==> config.mk <==
export PLATFORM = sky130hd
export DESIGN_NAME = clk_div_prog
export DESIGN_NICKNAME = d
export VERILOG_FILES = /design/src/rtl/clk_div_prog.sv
export SDC_FILE = /design/constraint.sdc
export NUM_CORES = 1
export LEC_CHECK = 0
export CORE_ASPECT_RATIO = 0.5
export CORE_UTILIZATION = 40
export DETAILED_ROUTE_END_ITERATION = 10
export GPL_TIMING_DRIVEN = 0
export SLEW_MARGIN = 20
export SYNTH_ARGS = -nofsm -noshare
export SYNTH_HDL_FRONTEND = slang
export SYNTH_SLANG_ARGS = --single-unit
==> constraint.sdc <==
create_clock -name Clock_i -period 5.9 [get_ports Clock_i]
set_input_delay 1.18 -clock Clock_i [delete_from_list [all_inputs] [get_ports Clock_i]]
set_output_delay 1.18 -clock Clock_i [all_outputs]
set_load 0.02 [all_outputs]
==> src/rtl/clk_div_prog.sv <==
// clk_div_prog: runtime-programmable clock divider.
// The divisor N and high time H load into pending registers. The pending
// values take effect only at a period boundary, so the divided clock never
// glitches. When enable drops, the current period runs to completion before
// the block idles, so there is no runt pulse.
// Optional build macro CLKDIV_PERIOD_CNT_EN adds a 16-bit count of output
// rising edges on port period_cnt_o.
module clk_div_prog #(
  parameter int WIDTH        = 17,
  parameter int DEFAULT_DIV  = 100000,
  parameter int DEFAULT_DUTY = 0
) (
  input  logic             Clock_i,
  input  logic             reset_i,
  input  logic             enable_i,
  input  logic [WIDTH-1:0] div_i,
  input  logic [WIDTH-1:0] duty_i,
  input  logic             load_i,
  output logic             Clock_o,
  output logic             tick_o,
  output logic             load_ack_o,
  output logic             active_o
`ifdef CLKDIV_PERIOD_CNT_EN
  ,
  output logic [15:0]      period_cnt_o
`endif
);

  typedef enum logic [1:0] {
    S_IDLE  = 2'd0,
    S_RUN   = 2'd1,
    S_DRAIN = 2'd2
  } state_t;

  localparam logic [WIDTH-1:0] ONE      = WIDTH'(1);
  localparam logic [WIDTH-1:0] TWO      = WIDTH'(2);
  localparam logic [WIDTH-1:0] DIV_RST  = WIDTH'(DEFAULT_DIV);
  localparam logic [WIDTH-1:0] DUTY_RST = WIDTH'(DEFAULT_DUTY);

  // A divisor below 2 cannot hold both a high and a low phase, so clamp it up.
  function automatic logic [WIDTH-1:0] eff_div(input logic [WIDTH-1:0] n);
    return (n < TWO) ? TWO : n;
  endfunction

  // A zero or out-of-range high time falls back to half the period (50 %).
  function automatic logic [WIDTH-1:0] eff_high(input logic [WIDTH-1:0] n_e,
                                                input logic [WIDTH-1:0] h);
    if ((h == '0) || (h >= n_e))
      return n_e >> 1;
    else
      return h;
  endfunction

  state_t           state;
  logic [WIDTH-1:0] cnt;
  logic [WIDTH-1:0] div_act;
  logic [WIDTH-1:0] duty_act;
  logic [WIDTH-1:0] div_pend;
  logic [WIDTH-1:0] duty_pend;
  logic             pend;
  logic             clk_q;
  logic             tick_q;
  logic             ack_q;

  logic [WIDTH-1:0] n_eff;
  logic [WIDTH-1:0] h_eff;
  logic [WIDTH-1:0] cnt_inc;
  logic             wrap;
  logic             apply;
  logic             tick_set;

  // Effective period/high time and the boundary events derived from them.
  always_comb begin
    n_eff    = eff_div(div_act);
    h_eff    = eff_high(n_eff, duty_act);
    cnt_inc  = cnt + ONE;
    wrap     = (cnt == (n_eff - ONE));
    // Pending values swap in at a period boundary, or right away while idle.
    apply    = pend && ((state == S_IDLE) || wrap);
    // A rising edge is produced at start and at every wrap except the final
    // wrap of a drain that ends in idle.
    tick_set = ((state == S_IDLE) && enable_i) ||
               ((state == S_RUN) && wrap) ||
               ((state == S_DRAIN) && wrap && enable_i);
  end

  // Divider FSM: counter, registered outputs and divisor/duty bookkeeping.
  always_ff @(posedge Clock_i or negedge reset_i) begin
    if (!reset_i) begin
      state     <= S_IDLE;
      cnt       <= '0;
      div_act   <= DIV_RST;
      duty_act  <= DUTY_RST;
      div_pend  <= DIV_RST;
      duty_pend <= DUTY_RST;
      pend      <= 1'b0;
      clk_q     <= 1'b0;
      tick_q    <= 1'b0;
      ack_q     <= 1'b0;
    end else begin
      tick_q <= tick_set;
      ack_q  <= apply;

      // A load on the same edge as an apply refills pending for the next boundary.
      if (load_i) begin
        div_pend  <= div_i;
        duty_pend <= duty_i;
        pend      <= 1'b1;
      end else if (apply) begin
        pend <= 1'b0;
      end

      if (apply) begin
        div_act  <= div_pend;
        duty_act <= duty_pend;
      end

      case (state)
        S_IDLE: begin
          cnt <= '0;
          if (enable_i) begin
            state <= S_RUN;
            clk_q <= 1'b1;
          end else begin
            clk_q <= 1'b0;
          end
        end
        S_RUN, S_DRAIN: begin
          if ((state == S_DRAIN) && wrap && !enable_i) begin
            state <= S_IDLE;
            cnt   <= '0;
            clk_q <= 1'b0;
          end else begin
            state <= enable_i ? S_RUN : S_DRAIN;
            if (wrap) begin
              cnt   <= '0;
              clk_q <= 1'b1;
            end else begin
              cnt   <= cnt_inc;
              clk_q <= (cnt_inc < h_eff);
            end
          end
        end
        default: begin
          state <= S_IDLE;
          cnt   <= '0;
          clk_q <= 1'b0;
        end
      endcase
    end
  end

  assign Clock_o    = clk_q;
  assign tick_o     = tick_q;
  assign load_ack_o = ack_q;
  assign active_o   = (state != S_IDLE);

`ifdef CLKDIV_PERIOD_CNT_EN
  logic [15:0] period_cnt;

  // Count output rising edges; updates on the same edge that raises tick_o.
  always_ff @(posedge Clock_i or negedge reset_i) begin
    if (!reset_i)
      period_cnt <= '0;
    else if (tick_set)
      period_cnt <= period_cnt + 16'd1;
  end

  assign period_cnt_o = period_cnt;
`endif

endmodule

### Word-level counts from Yosys, hierarchy flattened

Cells that the tools add are included.

| storage, ports and cells | value |
|---|---|
| logic and storage cells | 50 |
| bits in registers | 91 |
| bits of input ports | 38 |

| cells by class | value |
|---|---|
| eq/ne operators | 4 |
| reductions and logical operators | 16 |
| add/subtract/negate cells | 2 |
| mux-type cells | 15 |
| magnitude comparators | 3 |

Operators with widths:

| kind | number |
|---|---|
| 2-to-1 mux 17 bit | 5 |
| adder 17 x 1 -> 17 bit, second input constant | 1 |
| equality test 17 bit | 1 |
| greater-or-equal comparator 17 bit | 1 |
| zero test 17 bit | 1 |
| < comparator 17 bit | 1 |
| < comparator 17 x 2 -> 1 bit, second input constant | 1 |
| subtractor 17 x 1 -> 17 bit, second input constant | 1 |
| logical AND 1 bit | 6 |
| 2-to-1 mux 2 bit | 3 |
| 2-to-1 mux 1 bit | 5 |
| logical OR 1 bit | 4 |
| case mux 2 bit (2 select lines) | 1 |
| nonzero test 2 bit | 2 |
| equality test 2 x 1 -> 1 bit, second input constant | 1 |
| equality test 2 bit, second input constant | 1 |
| zero test 2 bit | 1 |
| inequality test 2 bit, second input constant | 1 |
| case mux 1 bit (2 select lines) | 1 |
| OR reduction 2 bit | 1 |
| zero test 1 bit | 1 |

### Depth between registers and ports, before layout

| logic depth | value |
|---|---|
| depth after elaboration | 9 |
| depth in mapped cells | 25 |

### Worst setup path before layout

Ideal clock, no wire load.

| path | value |
|---|---|
| kind | reg-to-reg |
| start point | register div_act[8] |
| end point | register clk_q (netlist: Clock_o) |
| setup time | 95 ps |
| path slack | 481 ps |
| required time | 5805 ps |
| data arrival time | 5324 ps |
| stages on the path, launching flop included | 25 |
| period minus slack after synthesis | 5419 ps |
| buffers on the path | 1 |
| cells stage by stage | dfrtp_1 or3_1 nor4_2 nand2_1 nand2_1 inv_1 ha_1 nor2_1 a21oi_1 o31ai_1 a311oi_1 or4b_2 inv_1 clkbuf_1 nor2_1 a21oi_1 ha_1 a21oi_1 o21ai_0 a22o_1 a2111oi_0 nand3b_1 mux2i_1 a211oi_1 o31ai_1 |

| between the ends | value |
|---|---|
| cells in the longest elaborated chain, start to end | 9 |

RTL lines:

| item | line | text |
|---|---|---|
| start: declaration | 56 | `logic [WIDTH-1:0] div_act;` |
| start signal: assignment | 114 | `div_act <= div_pend;` |
| < comparator 17 x 2 -> 1 bit | 42 | `return (n < TWO) ? TWO : n;` |
| 2-to-1 mux 17 bit (*) | 42 |  |
| greater-or-equal comparator 17 bit | 48 | `if ((h == '0) \|\| (h >= n_e))` |
| logical OR 1 bit | 48 |  |
| 2-to-1 mux 17 bit | 48 |  |
| < comparator 17 bit | 140 | `clk_q <= (cnt_inc < h_eff);` |
| 2-to-1 mux 1 bit | 135 | `if (wrap) begin` |
| 2-to-1 mux 1 bit (*) | 129 | `if ((state == S_DRAIN) && wrap && !enable_i) begin` |
| case mux 1 bit (2 select lines) (*) | 118 | `case (state)` |
| end signal: assignment | 140 |  |
| end: declaration | 61 | `logic clk_q;` |

Mark *: on every way between the ends. The rest lies on a longest branch, timed or not.
A chain may end at the register's enable or synchronous reset.

### Final worst setup path

Same ends and word-level chain as after synthesis.

==> metrics.yaml <==
sta:
  hold_ws_ps: 504
  setup_viol: 0
  slew_headroom: 0.513
  grt_setup_unrepaired: "no"
  hold_violations: 0
  fin_skew_ps: 11.2
  worstMarginPinSlew_ps: 730
  setup_ws_ps: 404
  finalCritPeriodShare: 0.932
  slew_viol_final: 0
  fin_crit_ps: 5500
  fmax_ghz: 0.182
  setup_tns_ps: 0
final_layout:
  final_cell_area_mm2: 0.00639
  synthToLayoutAreaGrowth_pct: 19.1
  diodes: 0
  fin_nets: 619
  fillers: 1193
  final_cells: 717
  drive_above_1_share: 0.223
  fin_util: 0.496
routing:
  route.detailed.drc: 1
  antenna_left: 0
  detail_route.wl_per_cell_um: 17.1
  vias: 3803
  drtIter0Drc: 216
  routed_wl_mm: 12.2
  via_per_inst: 5.30
  drtPass1Iterations: 8
critical_path:
  critPathLaunch: "div_act[8]"
  rr_endpoint: "Clock_o"
  reg2reg_depth: 24
  endpoint: "Clock_o"
  required_ps: 6150
  path_cells: "or3_1 -> nor4_4 -> nand2_2 -> nand2_1 -> inv_1 -> ha_1 -> nor2_1 -> a21oi_1 -> o31ai_2 -> a311oi_1 -> or4b_2 -> inv_2 -> clkbuf_4 -> nor2_1 -> a21oi_1 -> ha_1 -> a21oi_1 -> o21ai_0 -> a22o_1 -> a2111oi_4 -> nand3b_1 -> mux2i_1 -> a211oi_2 -> o31ai_1"
  cpPeakStageDelay_ps: 760
  r2r_slack_ps: 400
  critPathMostFrequentCell: "a21oi_1"
  cp.arrival_ps: 5750
  crit_type: "flip-flop to flip-flop"
  crit_fanout: 10
  endpoint_kind: "flip-flop"
  r2r_start: "div_act[8]"
  start_kind: "flip-flop"
  critPathSlowestCell: "or4b_2"
grt:
  antenna_found_initial: 0
  grt_pass1_vias: 3640
  grt_overflow: 0
  grt_max_degree: 63
  track_usage: 0.187
  grt_pass1_wl_mm: 20.0
logic_synthesis:
  synth_edf_count: 0
  yosysUniqueCellTypes: 49
  synth_top_family_by_area: "multiplexers"
  synth_compound_area_frac: 0.0786
  synth_top_area_frac: 0.368
  synth_mux_area_frac: 0.171
  syn_area_mm2: 0.00537
  yosysWarnings: 0
  avgSynthCellArea_um2: 11.0
  syn_inst: 489
  synth-xor-area-share: 0.0522
  synth_nets: 566
  synth_flop_cell: "dfrtp_1"
  synthArstFlopShare: 1.00
  synth-seq-cells: 91
  yosys.area.top_type: "dfrtp_1"
  synth_fa_ha_area_frac: 0.0909
  ys_top_cells_by_area: "dfrtp_1 37%, ha_1 9.1%, mux2_2 8.4%"
  synth-simple-area-share: 0.148
  seq_area_frac_synth: 0.427
clocking:
  clock_path_buffers: 2
  cts.clk_slew.worst_paths_ps: 70
  cts_tree: "done"
  clockRootBuffer: "clkbuf_16"
  clkSinkCount: 91
  clock_latency_ps: 350
  cts_inserted_buffers: 9
  postCtsHoldBufs: 0
  h-tree-depth: 3
status:
  violations: "DRC"
  status: "finished, violations left"
floorplan:
  num_io_pins: 42
  fp-row-count: 29
  die_h_um: 83.9
  core_mm2: 0.0129
  start_util: 0.417
  die_area_mm2: 0.0139
  die_w_um: 166
placement:
  post-place-cells: 700
  port_buffers: 40
  gp_congestion: 0.816
  dp_slack_ps: -694
  dp_hpwl_mm: 9.29
  place_area_mm2: 0.00601
job:
  maxCapViolations: 0
power:
  p_leak_nw: 2.84
  p_per_area_mw_per_mm2: 527
  ir_worst_vdd_v: 0.000187
  power.total_mw: 3.37
worst_hold_path:
  hp-class: "flip-flop to flip-flop"
-- kinds of logic after synthesis --
family	after synthesis
simple gates	148
flops	91
mux	72
compound gates	66
buf+inv	41
fa+ha+maj	39
xor+xnor	32
-- final cells by class --
cell class / instances / area (um^2) / share of cell area
Multi-Input combinational cell: 357 / 2940 / 0.460
Sequential cell: 91 / 2290 / 0.359
Timing Repair Buffer: 43 / 444 / 0.0695
Clock buffer: 10 / 239 / 0.0374
Tap cell: 170 / 213 / 0.0333
Inverter: 25 / 93.8 / 0.0147
Buffer: 15 / 88.8 / 0.0139
Clock inverter: 6 / 76.3 / 0.0119
-- cell usage after synthesis, types with 3 or more instances --
cell and n:
a211oi_1 3, a21o_1 5, a21oi_1 33, and3_1 5, buf_1 3, buf_6 3
clkbuf_1 9, dfrtp_1 79, dfstp_2 12, ha_1 39, inv_1 25, mux2_2 40
mux2_4 29, mux2i_1 3, nand2_1 23, nand2b_1 3, nand3_1 16, nand4_1 12
nor2_1 37, nor2b_1 19, nor3_1 7, nor3b_1 4, nor4_1 6, o21ai_0 7
or3_1 6, xnor2_1 23, xor2_1 9
-- state kept, by name, summed over array words and instances, names as in the netlist --
| name | count |
|---|---|
| duty_act | 17 |
| tick_o | 1 |
| div_pend | 17 |
| cnt | 17 |
| Clock_o | 1 |
| div_act | 17 |
| duty_pend | 17 |
| state | 2 |
| load_ack_o | 1 |
| pend | 1 |
-- how the worst min path moves through the flow --
stage                       from     endpoint  cells after the start  slack [ps]
global route        div_pend[11]  div_act[11]                      1         520
CTS                  div_pend[2]   div_act[2]                      1         510
finish              duty_pend[3]  duty_act[3]                      1         500
detailed placement   div_pend[2]   div_act[2]                      1         490
global placement    div_pend[14]  div_act[14]                      1         480
floorplan           duty_pend[0]  duty_act[0]                      1         480
-- layer usage --
metal  wire length (um)  vias to the layer above  GRT usage
li1                   -                     1860          -
met1               6730                     1852      0.290
met2               4850                       80      0.259
met3                501                       11     0.0379
met4                143                        0     0.0510
met5                  0                        -          0
-- cell usage in the layout, fill, tap and decap left out, types with 4 or more instances in the layout --
cell type        Yosys  routed
nand3_1             16      16
nand4_1             12      12
or3_1                6       6
ha_1                39      39
a21o_1               5       5
xor2_1               9       9
nor2_1              37      37
xnor2_1             23      23
buf_6                3       4
nor4_1               6       6
a21oi_1             33      33
nand2_1             23      22
and3_1               5       5
mux2_4              29      29
inv_1               25      24
clkbuf_1             9       5
clkdlybuf4s50_1      0      39
o21ai_0              7       7
dfstp_2             12      12
nor3_1               7       6
clkbuf_16            0       9
nor2b_1             19      19
dfrtp_1             79      78
mux2_2              40      40
nor3b_1              4       4
-- power breakdown --
part | internal [mW] | switching (mW)
clock | 0.348 | 0.262
sequential | 0.819 | 0.255
combinational | 0.801 | 0.881
total | 1.97 | 1.40
-- critical path, delay by kind of cell, from the launching register on --
| kind | cells | cell delay [ps] |
|---|---|---|
| flops | 1 | 470 |
| buf+inv | 3 | 380 |
| simple gates | 8 | 2130 |
| fa+ha+maj | 2 | 530 |
| mux | 1 | 180 |
| compound gates | 10 | 1720 |
-- timing repair --
item,CTS,global route
pin swaps,1,2
resized for setup,8,10
setup buffers,1,1
endpoints found under the setup margin,1,1
gates cloned,0,0
No activity file was read; power rests on OpenSTA's default activity.
